==> src/rtl/fir_pkg.sv <==
// Shared types and defaults for the FIR MAC sequencer slice.
package fir_pkg;

    typedef enum logic [1:0] {
        ST_IDLE = 2'd0,
        ST_MAC  = 2'd1,
        ST_OUT  = 2'd2
    } fir_state_e;

    localparam int unsigned DATA_W_DEF = 16;
    localparam int unsigned ACC_W_DEF  = 32;

    // Output clamp limits for the default sample width.
    localparam logic signed [DATA_W_DEF-1:0] SAT_MAX_DEF = 16'sh7FFF;
    localparam logic signed [DATA_W_DEF-1:0] SAT_MIN_DEF = 16'sh8000;

endpackage

==> src/rtl/fir_history_ram.sv <==
// Circular sample history: register array, one write port, combinational read, sync clear.
module fir_history_ram #(
    parameter int unsigned N_TAPS = 16,
    parameter int unsigned DATA_W = 16
) (
    input  logic                      clk,
    input  logic                      rst,
    input  logic                      we,
    input  logic [$clog2(N_TAPS)-1:0] waddr,
    input  logic [DATA_W-1:0]         wdata,
    input  logic [$clog2(N_TAPS)-1:0] raddr,
    output logic [DATA_W-1:0]         rdata
);

    logic [DATA_W-1:0] mem_q [N_TAPS];
    logic [DATA_W-1:0] mem_d [N_TAPS];

    // Next-state of the array: single-entry write.
    always_comb begin
        mem_d = mem_q;
        if (we) begin
            mem_d[waddr] = wdata;
        end
    end

    // Array storage with synchronous clear.
    always_ff @(posedge clk) begin
        if (rst) begin
            mem_q <= '{default: '0};
        end else begin
            mem_q <= mem_d;
        end
    end

    assign rdata = mem_q[raddr];

endmodule

==> src/rtl/multaddsub.sv <==
// Shared combinational multiply-add/subtract core: c = din +/- a*b (signed).
module multaddsub #(
    parameter int unsigned DATA_WIDTH = 16,
    parameter int unsigned ACC_WIDTH  = 32
) (
    input  logic [DATA_WIDTH-1:0] a,
    input  logic [DATA_WIDTH-1:0] b,
    input  logic [ACC_WIDTH-1:0]  din,
    input  logic                  sub,
    output logic [ACC_WIDTH-1:0]  c
);

    logic signed [2*DATA_WIDTH-1:0] prod;
    logic signed [ACC_WIDTH-1:0]    prod_ext;

    // Signed product, sign-extended to the accumulator width, then added or subtracted.
    always_comb begin
        prod     = $signed(a) * $signed(b);
        prod_ext = ACC_WIDTH'(prod);
        c        = sub ? (din - prod_ext) : (din + prod_ext);
    end

endmodule

==> src/rtl/fir_mac_sequencer.sv <==
// Time-multiplexed FIR: accepts a sample, runs N_TAPS MACs on the shared core,
// then presents a rounded, saturated result on a valid/ready output.
module fir_mac_sequencer
    import fir_pkg::*;
#(
    parameter int unsigned N_TAPS    = 16,
    parameter int unsigned DATA_W    = DATA_W_DEF,
    parameter int unsigned ACC_W     = ACC_W_DEF,
    parameter int unsigned OUT_SHIFT = 15
) (
    input  logic                      clk,
    input  logic                      rst,
    input  logic                      coef_we,
    input  logic [$clog2(N_TAPS)-1:0] coef_addr,
    input  logic [DATA_W-1:0]         coef_data,
    input  logic                      s_valid,
    output logic                      s_ready,
    input  logic [DATA_W-1:0]         s_data,
    output logic                      m_valid,
    input  logic                      m_ready,
    output logic [DATA_W-1:0]         m_data,
    output logic                      busy
);

    localparam int unsigned AW = $clog2(N_TAPS);
    localparam int unsigned RW = ACC_W + 1;
    localparam logic [AW-1:0] K_LAST = AW'(N_TAPS - 1);
    localparam logic signed [RW-1:0] RND_BIAS = RW'(1) << (OUT_SHIFT - 1);
    localparam logic signed [RW-1:0] SAT_HI   = (RW'(1) << (DATA_W - 1)) - RW'(1);
    localparam logic signed [RW-1:0] SAT_LO   = ~SAT_HI;

    fir_state_e        state_q, state_d;
    logic [AW-1:0]     wr_ptr_q, wr_ptr_d;
    logic [AW-1:0]     k_q, k_d;
    logic [ACC_W-1:0]  acc_q, acc_d;
    logic              m_valid_q, m_valid_d;
    logic [DATA_W-1:0] m_data_q, m_data_d;
    logic              busy_q, busy_d;
    logic [DATA_W-1:0] coef_q [N_TAPS];
    logic [DATA_W-1:0] coef_d [N_TAPS];

    logic              hist_we;
    logic [AW-1:0]     hist_raddr;
    logic [DATA_W-1:0] hist_rdata;
    logic [ACC_W-1:0]  mac_c;

    logic signed [RW-1:0] acc_ext;
    logic signed [RW-1:0] rnd_sum;
    logic signed [RW-1:0] rnd;
    logic [DATA_W-1:0]    sat_out;

    assign hist_raddr = wr_ptr_q - k_q;

    fir_history_ram #(
        .N_TAPS (N_TAPS),
        .DATA_W (DATA_W)
    ) u_hist (
        .clk   (clk),
        .rst   (rst),
        .we    (hist_we),
        .waddr (wr_ptr_q),
        .wdata (s_data),
        .raddr (hist_raddr),
        .rdata (hist_rdata)
    );

    multaddsub #(
        .DATA_WIDTH (DATA_W),
        .ACC_WIDTH  (ACC_W)
    ) u_mac (
        .a   (coef_q[k_q]),
        .b   (hist_rdata),
        .din (acc_q),
        .sub (1'b0),
        .c   (mac_c)
    );

    // Round half up at ACC_W+1 bits from the final MAC result, then clamp to DATA_W.
    always_comb begin
        acc_ext = RW'($signed(mac_c));
        rnd_sum = acc_ext + RND_BIAS;
        rnd     = rnd_sum >>> OUT_SHIFT;
        if (rnd > SAT_HI) begin
            sat_out = SAT_HI[DATA_W-1:0];
        end else if (rnd < SAT_LO) begin
            sat_out = SAT_LO[DATA_W-1:0];
        end else begin
            sat_out = rnd[DATA_W-1:0];
        end
    end

    // Control FSM next-state: accept, step the MAC through every tap, hold the result.
    always_comb begin
        state_d   = state_q;
        wr_ptr_d  = wr_ptr_q;
        k_d       = k_q;
        acc_d     = acc_q;
        m_valid_d = m_valid_q;
        m_data_d  = m_data_q;
        coef_d    = coef_q;
        hist_we   = 1'b0;
        unique case (state_q)
            ST_IDLE: begin
                if (coef_we) begin
                    coef_d[coef_addr] = coef_data;
                end
                if (s_valid) begin
                    hist_we = 1'b1;
                    acc_d   = '0;
                    k_d     = '0;
                    state_d = ST_MAC;
                end
            end
            ST_MAC: begin
                acc_d = mac_c;
                k_d   = k_q + AW'(1);
                if (k_q == K_LAST) begin
                    m_valid_d = 1'b1;
                    m_data_d  = sat_out;
                    state_d   = ST_OUT;
                end
            end
            ST_OUT: begin
                if (m_ready) begin
                    m_valid_d = 1'b0;
                    wr_ptr_d  = wr_ptr_q + AW'(1);
                    state_d   = ST_IDLE;
                end
            end
            default: state_d = ST_IDLE;
        endcase
        busy_d = (state_d != ST_IDLE);
    end

    // Register all state; reset discards any in-flight sample and clears the coefficients.
    always_ff @(posedge clk) begin
        if (rst) begin
            state_q   <= ST_IDLE;
            wr_ptr_q  <= '0;
            k_q       <= '0;
            acc_q     <= '0;
            m_valid_q <= 1'b0;
            m_data_q  <= '0;
            busy_q    <= 1'b0;
            coef_q    <= '{default: '0};
        end else begin
            state_q   <= state_d;
            wr_ptr_q  <= wr_ptr_d;
            k_q       <= k_d;
            acc_q     <= acc_d;
            m_valid_q <= m_valid_d;
            m_data_q  <= m_data_d;
            busy_q    <= busy_d;
            coef_q    <= coef_d;
        end
    end

    // Ready is withheld while reset is asserted so nothing is accepted during reset.
    assign s_ready = (state_q == ST_IDLE) && !rst;
    assign m_valid = m_valid_q;
    assign m_data  = m_data_q;
    assign busy    = busy_q;

endmodule

==> config.mk <==
export PLATFORM = sky130hd
export DESIGN_NAME = fir_mac_sequencer
export DESIGN_NICKNAME = d
export VERILOG_FILES = /design/src/rtl/fir_pkg.sv /design/src/rtl/fir_history_ram.sv /design/src/rtl/multaddsub.sv /design/src/rtl/fir_mac_sequencer.sv
export SDC_FILE = /design/constraint.sdc
export NUM_CORES = 2
export LEC_CHECK = 0
export CORE_AREA = 2 2 240 360
export CTS_BUF_LIST = sky130_fd_sc_hd__clkbuf_4
export DETAILED_ROUTE_END_ITERATION = 10
export DIE_AREA = 0 0 242 362
export PLACE_DENSITY = 0.7
export SYNTH_ARGS = -nofsm -noshare
export SYNTH_HDL_FRONTEND = slang
export SYNTH_HIERARCHICAL = 1
export SYNTH_SLANG_ARGS = --single-unit
==> constraint.sdc <==
create_clock -name clk -period 32.4 [get_ports clk]
set_clock_uncertainty 0.15 [all_clocks]
set_input_delay 9.72 -clock clk [delete_from_list [all_inputs] [get_ports clk]]
set_output_delay 9.72 -clock clk [all_outputs]
set_load 0.01 [all_outputs]
==> out/qor.txt <==
Status - complete, no violations
F_max - 48.1 MHz
Gr busiest metal - met2
Reg power frac - 39.5%
Worst skew pair latency - 1.09 ns
Crit Path Category - in -> out
Vias in the first global route - 31500
H-tree levels - 4
Area share of the largest cell type after synthesis - 30.4%
Initial core utilization - 44.6%
Fin util - 47.6%
First-pass GRT wire length - 162000 um
Drt initial violations - 2512
Commonest non-fill, non-tap cells in the layout - nand2_1, a21oi_1, dfxtp_1
# IOs - 60
# resized after CTS - 0
Max cap viols - 0
Synth area leader - dfxtp_1
Largest fanout on the critical path - 73
CTS Buf Count - 141
Wirelength, routed - 101000 um
Cell Area, Placed - 38500 um2
Switching power total - 0.000618 W
Avg Inst Size Synth - 8.65 um2
Drt pass-1 iters - 6
Mapped cell area - 37700 um2
Final setup viols - 0
Number of fill cells - 8252
Chip width - 242 um
Unrepaired setup endpoints after global routing - no
Internal - 0.00122 W
Synth Register Bits - 572
# hold bufs at CTS - 0
Cell Pwr Density - 45.7 nW/um2
Delay-heaviest family, CP - buffers and inverters
Setup Fix Bufs, Post-CTS - 0
DRC errors left - 0
Primary FF master, synth - dfxtp_1
Post-synthesis sequential area ratio - 30.4%
Max VDD drop - 0.0359 mV
Leakage - 15.3 nW
WP data required - 22.53 ns
Clock transition at path regs - 0.07 ns
Cells after synthesis - 4359
Unique masters post-synth - 91
Most common cell after layout, fill and taps aside - nand2_1
Final Instance Area - 40300 um2
Worst Setup Start Kind - primary input
Clk pwr share - 33.6%
Post-synth EDFFs - 0
Final HPWL DP - 65400 um
Hold Slack - 0.302 ns
M2 GR Usage - 41.7%
Crit end category - primary output
Worst Reg2Reg Path Length in Cells - 43
DR WL/cell - 18.6 um
Final Wtd Congestion - 0.822
Post-layout instance count excluding filler cells - 5467
Core Rows - 131
CTS tree - yes
Sw Ratio - 33.6%
Hold Path Class - reg -> reg
Period utilization - 64.1%
CP Depth - 3
Cell Chain, Critical Path - buf_8 > nor3_1 > clkdlybuf4s50_1
Via count - 31200
Core area - 84600 um2
Worst R2R Setup Slack - 17.91 ns
Root Driver - clkbuf_4
CP Data Arrival Time - 10.90 ns
Clk buf depth - 3
Post-route ant nets - 0
Worst path bufs/invs - 2
Yosys warning total - 6
Full die area - 87600 um2
DP Cell Count - 5227
Met3 Usage GRT - 3.63%
Slew Viols, Final - 0
Crit-path max cell delay - 0.60 ns
Asr flop ratio synth - 0%
Worst Hold Depth - 2
Pin count of the biggest net entering global routing - 98
Clock sink total - 572
Drt via density - 5.71
GRT overflow - 0
Met1 Usage GRT - 26.1%
Max-slew headroom - 15.4%
Area growth from synthesis to layout - 6.83%
Share of cells above drive strength 1 - 10.3%
Global-route usage over all layers - 22.9%
Slowest-stage cell, CP - clkdlybuf4s50_1
Die H - 362 um
Final worst path period need - 20.77 ns
Final TNS setup - 0 ns
Worst Tran Pin Value - 1.26 ns
Net count of the finished layout - 4665
Comb pwr share - 26.9%
Largest cells by area after synthesis - dfxtp_1, fa_1, a21oi_1
Fin. Hold Viols - 0
Initial antenna violation count - 6
Port buffer count - 59
[state kept, by name, summed over array words and instances (netlist names)]
register / cells
m_valid: 1
acc_q: 32
wr_ptr_q: 4
k_q: 4
coef_q: 256
m_data: 16
state_q: 2
busy: 1
u_hist/mem_q: 256
[layout make-up]
cell class	count	area, um2	area share (%)
timing repair buffer	108	963	2.39
clock buffer	195	1460	3.64
clock inverter	34	293	0.727
multi-input combinational	3095	23400	58.2
tap	1130	1410	3.51
antenna	11	27.5	0.0684
sequential	572	11500	28.4
inverter	322	1210	3.00
[per-layer routing]
layer | vias to the layer above | share of wire (%) | routed length (um)
li1 | 14600 | - | -
met1 | 15200 | 39 | 39100
met2 | 1124 | 52 | 52700
met3 | 271 | 6.0 | 6120
met4 | 0 | 3.5 | 3590
met5 | - | 0 | 0
[cell usage after synthesis, types with 5 or more instances]
cell	instances
a211oi_1	13
a211oi_2	5
a21o_1	35
a21oi_1	579
a22oi_1	65
a31oi_1	11
and2_1	122
and3_1	15
and4_1	5
buf_1	22
buf_2	76
buf_6	7
buf_8	6
clkbuf_1	240
clkbuf_2	15
dfxtp_1	572
fa_1	264
ha_1	120
inv_1	321
mux4_1	19
mux4_2	125
nand2_1	704
nand2b_1	22
nand3_1	279
nand3b_1	6
nand4_1	8
nor2_1	130
nor2b_1	14
nor3_1	14
nor3b_1	7
nor4_1	5
o211ai_1	5
o21a_1	15
o21ai_0	157
o21ai_1	143
o21bai_1	6
o22ai_1	5
o31ai_1	5
or2_2	6
xnor2_1	73
xor2_1	34
[power by group through the flow]
stage	logic, W	registers, W	clock network [W]
after floorplan	0.000400	0.000738	0
after global placement	0.000484	0.000741	0
after detailed placement	0.000489	0.000741	0
after CTS	0.000492	0.000726	0.000632
after global routing	0.000543	0.000727	0.000665
final	0.000495	0.000725	0.000618
[cell families (layout without fill, tap and decap cells)]
logic type / after synthesis / after routing / synth area share, %
and+or+nand+nor: 1365 / 1365 / 16.5
AOI/OAI and AO/OA: 1088 / 1088 / 16.1
buffers and inverters: 695 / 659 / 7.64
DFF: 572 / 572 / 30.4
adders and majority gates: 384 / 384 / 18.0
muxes: 147 / 147 / 8.87
xor gates and xnor gates: 107 / 107 / 2.49
other: 1 / 15 / 0.00995
[stage by stage]
stage | setup WS (ns) | power [W]
floorplan | 12.10 | 0.00114
global placement | 11.65 | 0.00122
detailed placement | 11.65 | 0.00123
CTS | 11.63 | 0.00185
global route | 11.58 | 0.00193
finish | 11.63 | 0.00184
[worst paths after layout]
path	to	startpoint
worst max-delay path	s_ready	rst
worst min-delay path	coef_q[3]	coef_q[3]
worst max register to register	m_data[13]	wr_ptr_q[0]
worst min register to register	coef_q[3]	coef_q[3]
[worst min-delay path, stage by stage, from the launching register on]
cell     delay, ns
dfxtp_1       0.31
nand2_1       0.05
a21oi_1       0.05
Note: power is estimated with default switching activity, not from simulation.
